===== config.mk =====
export PLATFORM = sky130hd
export DESIGN_NAME = countdown60_timer
export DESIGN_NICKNAME = d
export VERILOG_FILES = /design/src/rtl/countdown60_timer_pkg.sv /design/src/rtl/countdown60_timer_bcd_down_digit.sv /design/src/rtl/week08_7segment.sv /design/src/rtl/countdown60_timer.sv
export SDC_FILE = /design/constraint.sdc
export NUM_CORES = 1
export LEC_CHECK = 0
export BUFFER_PORTS_ARGS = -buffer_cell sky130_fd_sc_hd__buf_4
export CELL_PAD_IN_SITES_DETAIL_PLACEMENT = 0
export CELL_PAD_IN_SITES_GLOBAL_PLACEMENT = 1
export CORE_MARGIN = 5
export CORE_UTILIZATION = 31
export CTS_CLUSTER_DIAMETER = 200
export DETAILED_ROUTE_END_ITERATION = 8
export MAX_ROUTING_LAYER = met4
export PLACE_DENSITY_LB_ADDON = 0.1
export SETUP_SLACK_MARGIN = 0.1
export SYNTH_ARGS = -nofsm -noshare
export SYNTH_HDL_FRONTEND = slang
export SYNTH_HIERARCHICAL = 1
export SYNTH_SLANG_ARGS = --single-unit

===== constraint.sdc =====
create_clock -name clk -period 9.6 [get_ports clk]
set_clock_uncertainty 0.1 [all_clocks]
set_input_delay 0.96 -clock clk [delete_from_list [all_inputs] [get_ports clk]]
set_output_delay 0.96 -clock clk [all_outputs]
set_load 0.02 [all_outputs]

===== src/rtl/countdown60_timer_pkg.sv =====
// Shared types and constants for the HH:MM:SS BCD countdown timer.
// Digit index 0..5 runs SEC1, SEC10, MIN1, MIN10, HOUR1, HOUR10.
package countdown60_timer_pkg;

  typedef enum logic [1:0] {
    ST_IDLE    = 2'd0,
    ST_RUN     = 2'd1,
    ST_PAUSED  = 2'd2,
    ST_EXPIRED = 2'd3
  } state_t;

  localparam int BCD_UNIT_MAX     = 9;
  localparam int BCD_TENS_MAX     = 5;
  localparam int HOUR_MAX_DEFAULT = 11;
  localparam int NUM_DIGITS       = 6;

  // Only the minute and second tens digits wrap at 5; HOUR10 never wraps
  // because the count stops at 00:00:00.
  function automatic int digit_max(input int idx);
    return (idx == 1 || idx == 3) ? BCD_TENS_MAX : BCD_UNIT_MAX;
  endfunction

  function automatic logic bcd_ok(input logic [7:0] val, input int max_dec);
    int tens;
    int units;
    tens  = int'(val[7:4]);
    units = int'(val[3:0]);
    return (tens <= BCD_UNIT_MAX) && (units <= BCD_UNIT_MAX) &&
           ((tens * 10 + units) <= max_dec);
  endfunction

endpackage


===== src/rtl/countdown60_timer_bcd_down_digit.sv =====
// One BCD down-counting digit: wraps 0 -> MAX and asserts borrow on that wrap.
// Load has priority over the enable.
module bcd_down_digit #(
  parameter int MAX = 9
) (
  input  logic       clk,
  input  logic       rst,
  input  logic       en,
  input  logic       ld,
  input  logic [3:0] ld_val,
  output logic [3:0] q,
  output logic       borrow
);

  always_ff @(posedge clk) begin
    if (!rst) begin
      q <= 4'd0;
    end else if (ld) begin
      q <= ld_val;
    end else if (en) begin
      q <= (q == 4'd0) ? 4'(MAX) : q - 4'd1;
    end
  end

  assign borrow = en && (q == 4'd0);

endmodule


===== src/rtl/week08_7segment.sv =====
// BCD to seven-segment decoder, active-high segments ordered {g,f,e,d,c,b,a}.
// Codes above 9 blank the display.
module week08_7segment (
  input  logic [3:0] bcd,
  output logic [6:0] seg
);

  always_comb begin
    seg = 7'h00;
    case (bcd)
      4'd0: seg = 7'h3F;
      4'd1: seg = 7'h06;
      4'd2: seg = 7'h5B;
      4'd3: seg = 7'h4F;
      4'd4: seg = 7'h66;
      4'd5: seg = 7'h6D;
      4'd6: seg = 7'h7D;
      4'd7: seg = 7'h07;
      4'd8: seg = 7'h7F;
      4'd9: seg = 7'h6F;
      default: seg = 7'h00;
    endcase
  end

endmodule


===== src/rtl/countdown60_timer.sv =====
// HH:MM:SS BCD countdown timer with load/start/pause strobes, alarm and
// load-error pulses, and seven-segment outputs per digit.
module countdown60_timer
  import countdown60_timer_pkg::*;
#(
  parameter int HOUR_MAX = HOUR_MAX_DEFAULT
) (
  input  logic       clk,
  input  logic       rst,
  input  logic       tick,
  input  logic       load,
  input  logic [7:0] LD_HOUR,
  input  logic [7:0] LD_MIN,
  input  logic [7:0] LD_SEC,
  input  logic       start,
  input  logic       pause,
  output logic [6:0] SEC1,
  output logic [6:0] SEC10,
  output logic [6:0] MIN1,
  output logic [6:0] MIN10,
  output logic [6:0] HOUR1,
  output logic [6:0] HOUR10,
  output logic       RUN,
  output logic       ALARM,
  output logic       ERR
);

  state_t state_reg, state_next;
  logic   run_reg, alarm_reg, alarm_next, err_reg, err_next;
  logic   dec_en, ld_all, load_ok, count_zero, count_one;

  logic [23:0] ld_bus;
  logic [23:0] count_bus;
  logic [3:0]  digit [NUM_DIGITS];
  logic        en    [NUM_DIGITS];
  logic        borrow[NUM_DIGITS];
  logic [6:0]  seg   [NUM_DIGITS];

  assign ld_bus     = {LD_HOUR, LD_MIN, LD_SEC};
  assign load_ok    = bcd_ok(LD_SEC, 59) && bcd_ok(LD_MIN, 59) &&
                      bcd_ok(LD_HOUR, HOUR_MAX);
  assign count_zero = (count_bus == 24'h000000);
  assign count_one  = (count_bus == 24'h000001);

  generate
    for (genvar gi = 0; gi < NUM_DIGITS; gi++) begin : g_digit
      if (gi == 0) begin : g_first
        assign en[gi] = dec_en;
      end else begin : g_chain
        assign en[gi] = borrow[gi-1];
      end

      bcd_down_digit #(.MAX(digit_max(gi))) u_digit (
        .clk    (clk),
        .rst    (rst),
        .en     (en[gi]),
        .ld     (ld_all),
        .ld_val (ld_bus[gi*4 +: 4]),
        .q      (digit[gi]),
        .borrow (borrow[gi])
      );

      assign count_bus[gi*4 +: 4] = digit[gi];

      week08_7segment u_seg (
        .bcd (digit[gi]),
        .seg (seg[gi])
      );
    end
  endgenerate

  // Any load strobe consumes the cycle, so a rejected load also blocks the tick.
  always_comb begin
    state_next = state_reg;
    alarm_next = 1'b0;
    err_next   = 1'b0;
    dec_en     = 1'b0;
    ld_all     = 1'b0;
    if (load) begin
      if (load_ok) begin
        ld_all     = 1'b1;
        state_next = ST_IDLE;
      end else begin
        err_next = 1'b1;
      end
    end else if (pause && state_reg == ST_RUN) begin
      state_next = ST_PAUSED;
    end else if (start && (state_reg == ST_IDLE || state_reg == ST_PAUSED)) begin
      if (count_zero) begin
        state_next = ST_EXPIRED;
        alarm_next = 1'b1;
      end else begin
        state_next = ST_RUN;
      end
    end else if (start && state_reg == ST_EXPIRED) begin
      alarm_next = 1'b1;
    end else if (tick && state_reg == ST_RUN) begin
      dec_en = 1'b1;
      if (count_one) begin
        state_next = ST_EXPIRED;
        alarm_next = 1'b1;
      end
    end
  end

  always_ff @(posedge clk) begin
    if (!rst) begin
      state_reg <= ST_IDLE;
      run_reg   <= 1'b0;
      alarm_reg <= 1'b0;
      err_reg   <= 1'b0;
    end else begin
      state_reg <= state_next;
      run_reg   <= (state_next == ST_RUN);
      alarm_reg <= alarm_next;
      err_reg   <= err_next;
    end
  end

  assign SEC1   = seg[0];
  assign SEC10  = seg[1];
  assign MIN1   = seg[2];
  assign MIN10  = seg[3];
  assign HOUR1  = seg[4];
  assign HOUR10 = seg[5];
  assign RUN    = run_reg;
  assign ALARM  = alarm_reg;
  assign ERR    = err_reg;

endmodule


==> results of run 1 <==
[path summary, 6_finish.rpt]
kind	from	to	slack [ps]
max	load	g_digit[5].u_digit/q[1]$_SDFFE_PN0P_	3990
min	state_reg[0]$_SDFF_PN0_	state_reg[0]$_SDFF_PN0_	450
max reg2reg	state_reg[0]$_SDFF_PN0_	g_digit[5].u_digit/q[1]$_SDFFE_PN0P_	4260
min reg2reg	state_reg[0]$_SDFF_PN0_	state_reg[0]$_SDFF_PN0_	450
[layer usage]
| metal | GRT usage | vias up |
|---|---|---|
| met2 | 0.218 | 62 |
| li1 | - | 1656 |
| met1 | 0.178 | 1417 |
| met5 | - | - |
| met4 | 0.0222 | 0 |
| met3 | 0.0216 | 7 |
[power by group through the flow]
stage / sequential (W) / clock [W] / combinational [W]
floorplan: 0.000129 / 0 / 0.0000610
global placement: 0.000131 / 0 / 0.0000954
detailed placement: 0.000131 / 0 / 0.0000965
CTS: 0.000129 / 0.000156 / 0.0000975
global route: 0.000129 / 0.000161 / 0.000108
finish: 0.000129 / 0.000151 / 0.0000958
[per-stage QoR]
stage / power, W / cell area, um^2
3_5_place_dp: 0.000228 / 4180
6_report: 0.000375 / 4320
2_1_floorplan: 0.000190 / 3560
3_3_place_gp: 0.000226 / 4180
5_1_grt: 0.000398 / 4320
4_1_cts: 0.000382 / 4320
[final cells by class]
class	instances	area, um^2	share of cell area
Tap cell	143	179	0.0414
Timing Repair Buffer	74	556	0.129
Inverter	48	180	0.0417
Clock inverter	3	17.5	0.00406
Clock buffer	5	125	0.0290
Multi-Input combinational cell	329	2680	0.621
Sequential cell	29	581	0.134
[layout by cell type, fill, tap and decap left out, types with 2 or more instances in the layout]
cell	count
clkbuf_16	5
nor2_1	21
o21ai_0	44
inv_2	5
a21oi_2	2
nand2_1	14
mux2i_1	5
a21oi_1	33
a21boi_0	2
dfxtp_1	29
clkinv_2	2
xor2_1	4
nor4_1	7
buf_4	74
xnor2_1	11
and4_1	2
nand2b_4	11
inv_1	43
nor4b_4	4
ha_1	57
o22ai_1	26
or2b_2	2
or2b_1	4
nor2b_1	4
a31oi_1	13
a21o_2	5
fa_1	6
o311ai_0	2
o21a_1	6
nand2b_1	2
or3_1	8
nor4b_1	3
a21o_1	4
a211o_1	2
[worst max-delay path, delay by kind of cell]
kind	cells	cell delay, ps
AO/OA/AOI/OAI	1	130
buffers and inverters	1	140
AND/OR/NAND/NOR	13	4480
==> run metrics, run 1 <==
first-pass GRT wire length between 10000 and 15000 um; worst reg-to-reg path cell count 15; crit path DAT about 5700 ps; Post-Place Cells between 600 and 700; max incr delay on CP about 660 ps; Yosys warnings 6; Critical Path RT ~9700 ps; Critical-path top delay cell nor4b_1; final WL about 8800 um; Logic pwr share 0.255; final instance count without filler cells about 630; Mapped Avg Cell Area 8.53 um^2; worst hold path cell count 1; Final TNS setup 0 ps; Starting DRT DRC Count about 120; clock buffer depth 2; remaining antenna violation count 0; filler cell count in the final layout approximately 1200; Clock Sinks 29; dpl ws 3640 ps; met3 WL roughly 430 um; Hold Violations, Final 0; Setup CP Type primary input to flop; GRT Total Usage 0.134; syn nets 510; crit-path cells buf_4, nor4b_1, nor4b_4, nor2b_1, nand2b_4, nor4_1, nor4b_4, nor2b_1, nand2b_4, nor4_1, nor4b_4, nor2b_1, nand2b_4, or3_1, a21oi_1; drt first pass iters 5; Internal Pwr Total approximately 0.00026 W; Final Cycle Share 0.584; post-layout util 0.381; Initial Utilization 0.314; fin. max-slew vios 0; post-DR vias/cell 4.98; wl on met1 approximately 4300 um; Die Span Y 117 um; Setup crit end kind flop; synth-to-layout area growth 21.4%; Mapped Area approximately 0.0036 mm^2; Clock Latency Late Sink roughly 270 ps; status completed; uppermost routed layer met4; DP HPWL between 6000 and 7000 um; Resized Gates After CTS 0; unrepaired setup endpoints after global routing false; die area 0.0137 mm^2; Peak Freq between 150 and 200 MHz; diodes inserted 0; DR vias 3142; core area approximately 0.011 mm^2; antenna violations before repair 0; Die W 117 um; layout cell share with drive strength beyond 1 0.250; Net Sw Power ~0.00011 W; Port Buffer Count 74; sequential share of power 0.342; fin worst setup slack approximately 4000 ps; Post-route DRC 0; GR Overflow Total 0; largest net degree at the start of global routing 29; Hold WC Path Type flop to flop; H-tree Lvls 2; minimum clock period roughly 5600 ps; Clk pwr share 0.402; Leakage Power around 1.7 nW; post-cts hold buffer count 0; CTS tree done; Setup Viol. Count Final 0; Mapped Cells 417; final RePlAce weighted congestion just over 0.8; Slew @ Worst Pin 737 ps; post-layout net count 580; Max-slew headroom 0.502; max reg flops 24; VDD IR max between 0.00006 and 0.00007 V; root buffer cell clkbuf_16; Post-CTS Setup Bufs 0; critical path fanouts, max 8; vias in the first global route 3033; switching share of power 0.300; Worst-path clk slew 60 ps; pwr dens ~87 mW/mm^2; nature of the critical path startpoint primary input; row cnt 39; hold_ws 446 ps; io pins 75; wire length per cell 14.0 um; cts bufs inserted 5; routed wl met2 about 4000 um; Max-cap violations 0
No activity file was read; power rests on OpenSTA's default activity.
==> run 2, diff against run 1 <==
--- a/config.mk
+++ b/config.mk
@@ -5,6 +5,7 @@
 export SDC_FILE = /design/constraint.sdc
 export NUM_CORES = 1
 export LEC_CHECK = 0
+export ABC_AREA = 1
 export BUFFER_PORTS_ARGS = -buffer_cell sky130_fd_sc_hd__buf_4
 export CELL_PAD_IN_SITES_DETAIL_PLACEMENT = 0
 export CELL_PAD_IN_SITES_GLOBAL_PLACEMENT = 1
==> constraint.sdc (replaced) <==
create_clock -name clk -period 5.9 [get_ports clk]
set_clock_uncertainty 0.1 [all_clocks]
set_input_delay 0.59 -clock clk [delete_from_list [all_inputs] [get_ports clk]]
set_output_delay 0.59 -clock clk [all_outputs]
set_load 0.02 [all_outputs]
==> run metrics, run 2 <==
crit path DAT 3850 ps (-1860 ps); Final TNS setup 0 ps (unchanged); wire length per cell 11.2 um (-20%); final RePlAce weighted congestion 0.834 (+3.2%); post-layout util 0.387 (+0.00532); synth-to-layout area growth 23.6%; most common cell after layout, fill and taps aside nand2_1; Max-slew headroom 0.646 (+0.145); row cnt 41 (+5.1%); reg-to-reg endpoint g_digit[5].u_digit/q[1]$_SDFFE_PN0P_; Setup CP Type primary input to flop; Clock Latency Late Sink 270 ps (about the same); Mapped Area 0.00390 mm^2 (+9.7%); Die W 122 um (+4.3%); Register Area 581 um^2 (unchanged); CP endpoint g_digit[2].u_digit/q[1]$_SDFFE_PN0P_; Leakage Power 2.52 nW (+50%); max incr delay on CP 450 ps (-210 ps); fin worst setup slack 2130 ps (-1870 ps); CTS tree done; minimum clock period approximately 3800 ps; diodes inserted 0 (unchanged); Critical Path RT 5970 ps (-3730 ps); critical path fanouts, max 23 (+15); nature of the critical path startpoint primary input; Slew @ Worst Pin 530 ps (-207 ps); status completed; syn nets 752 (+47%); crit-path cells buf_4, ha_1, ha_1, fa_1, nor3_1, nand3_1, nand3b_1, nor2_1, nand3_1, nor2_2, buf_4, inv_2, nand2_2, nand2_1, nand2_1, o211ai_2, nand2_1, inv_1; DP HPWL 8410 um (+24%); most used cell along the critical path nand2_1; GR Overflow Total 0 (unchanged); layout cell share with drive strength beyond 1 0.212 (-0.0384); cts bufs inserted 5 (unchanged); Hold WC Path Type flop to flop; GRT Total Usage 0.145 (+0.0118); final WL 10300 um (+16%); Mapped Avg Cell Area 5.92 um^2 (-31%); post-DR vias/cell 4.47 (-10%); Post-CTS Setup Bufs 0 (unchanged); commonest cells after routing, fill and taps aside nand2_1, inv_1, buf_4, nor2_1, ha_1; Peak Freq ~260 MHz; Critical-path top delay cell fa_1; drt first pass iters 4 (-1); Yosys warnings 6 (unchanged); largest net degree at the start of global routing 24 (-17%); Initial Utilization 0.313 (-0.00126); worst reg-to-reg path cell count 21 (+6); DR vias 4086 (+30%); Resized Gates After CTS 0 (unchanged); flop2flop setup slack 2540 ps (-1720 ps); Port Buffer Count 74 (unchanged); R2R Path Start state_reg[1]$_SDFF_PN0_; Setup Viol. Count Final 0 (unchanged); Post-route DRC 0 (unchanged); Hold Violations, Final 0 (unchanged); die area 0.0149 mm^2 (+8.8%); Setup crit end kind flop; post-cts hold buffer count 0 (unchanged); first-pass GRT wire length 17600 um (+21%); filler cell count in the final layout 1380 (+16%); Die Span Y 122 um (+4.3%); post-layout net count 834 (+44%); vias in the first global route 3915 (+29%); worst setup path start LD_HOUR[5]; pwr dens 134 mW/mm^2 (+54%); root buffer cell clkbuf_16; unrepaired setup endpoints after global routing false; max reg flops 24 (unchanged); VDD IR max 0.000104 V (+60%); area of the multi-input gates 0.00290 mm^2 (+8.0%); core area 0.0125 mm^2 (+10%); antenna violations before repair 0 (unchanged); Worst-path clk slew 50 ps (about the same); remaining antenna violation count 0 (unchanged); H-tree Lvls 2 (unchanged); Max-cap violations 0 (unchanged); Clock Sinks 29 (unchanged); fin. max-slew vios 0 (unchanged); clock buffer depth 2 (unchanged); Final Cycle Share 0.640; Starting DRT DRC Count 173 (+41%); Mapped Cells 659 (+58%); dpl ws 1890 ps (-1750 ps); io pins 75 (unchanged)
run 2: metal layers:
metal  share of wire  routed length [um]  GRT usage
met4          0.0077                  79     0.0224
met2            0.44                4510      0.235
met5               0                   0          -
met1            0.51                5240      0.199
met3           0.042                 430     0.0195
run 2: critical path: cells and delay by family:
kind | cells | cell delay, ps
AND/OR/NAND/NOR | 10 | 1530
adder cells (fa/ha/maj) | 3 | 960
AO/OA/AOI/OAI | 1 | 80
buffers and inverters | 4 | 660
run 2: per-stage QoR:
step / cell area, um^2 / hold slack (ps) / instances / total power (W)
finish: 4820 / 418 / 914 / 0.000647
global route: 4820 / 473 / 914 / 0.000694
CTS: 4820 / 414 / 914 / 0.000658
detailed placement: 4680 / 406 / 906 / 0.000406
global placement: 4680 / 395 / 906 / 0.000403
floorplan: 3900 / 379 / 659 / 0.000332
run 2: layout make-up:
| type | count | area share |
|---|---|---|
| Clock buffer | 6 | 0.0267 |
| Clock inverter | 2 | 0.00208 |
| Inverter | 114 | 0.0888 |
| Multi-Input combinational cell | 516 | 0.601 |
| Sequential cell | 29 | 0.120 |
| Tap cell | 172 | 0.0446 |
| Timing Repair Buffer | 75 | 0.117 |
run 2: how the worst min path moves through the flow:
stage,start,end,slack (ps),cells after the start
final,state_reg[1]$_SDFF_PN0_,state_reg[1]$_SDFF_PN0_,420,2
after global routing,state_reg[1]$_SDFF_PN0_,state_reg[1]$_SDFF_PN0_,470,2
after CTS,state_reg[1]$_SDFF_PN0_,state_reg[1]$_SDFF_PN0_,410,2
after detailed placement,state_reg[1]$_SDFF_PN0_,state_reg[1]$_SDFF_PN0_,410,2
after global placement,state_reg[1]$_SDFF_PN0_,state_reg[1]$_SDFF_PN0_,400,2
after floorplan,state_reg[1]$_SDFF_PN0_,state_reg[1]$_SDFF_PN0_,380,2
run 2: report_power, final:
| part | leakage, nW | total [W] | internal (W) | switching, W |
|---|---|---|---|---|
| registers | 0.235 | 0.000207 | 0.000201 | 0.00000654 |
| clock network | 0.0706 | 0.000246 | 0.000155 | 0.0000910 |
| logic | 2.22 | 0.000194 | 0.0000784 | 0.000115 |
| total | 2.52 | 0.000647 | 0.000434 | 0.000213 |
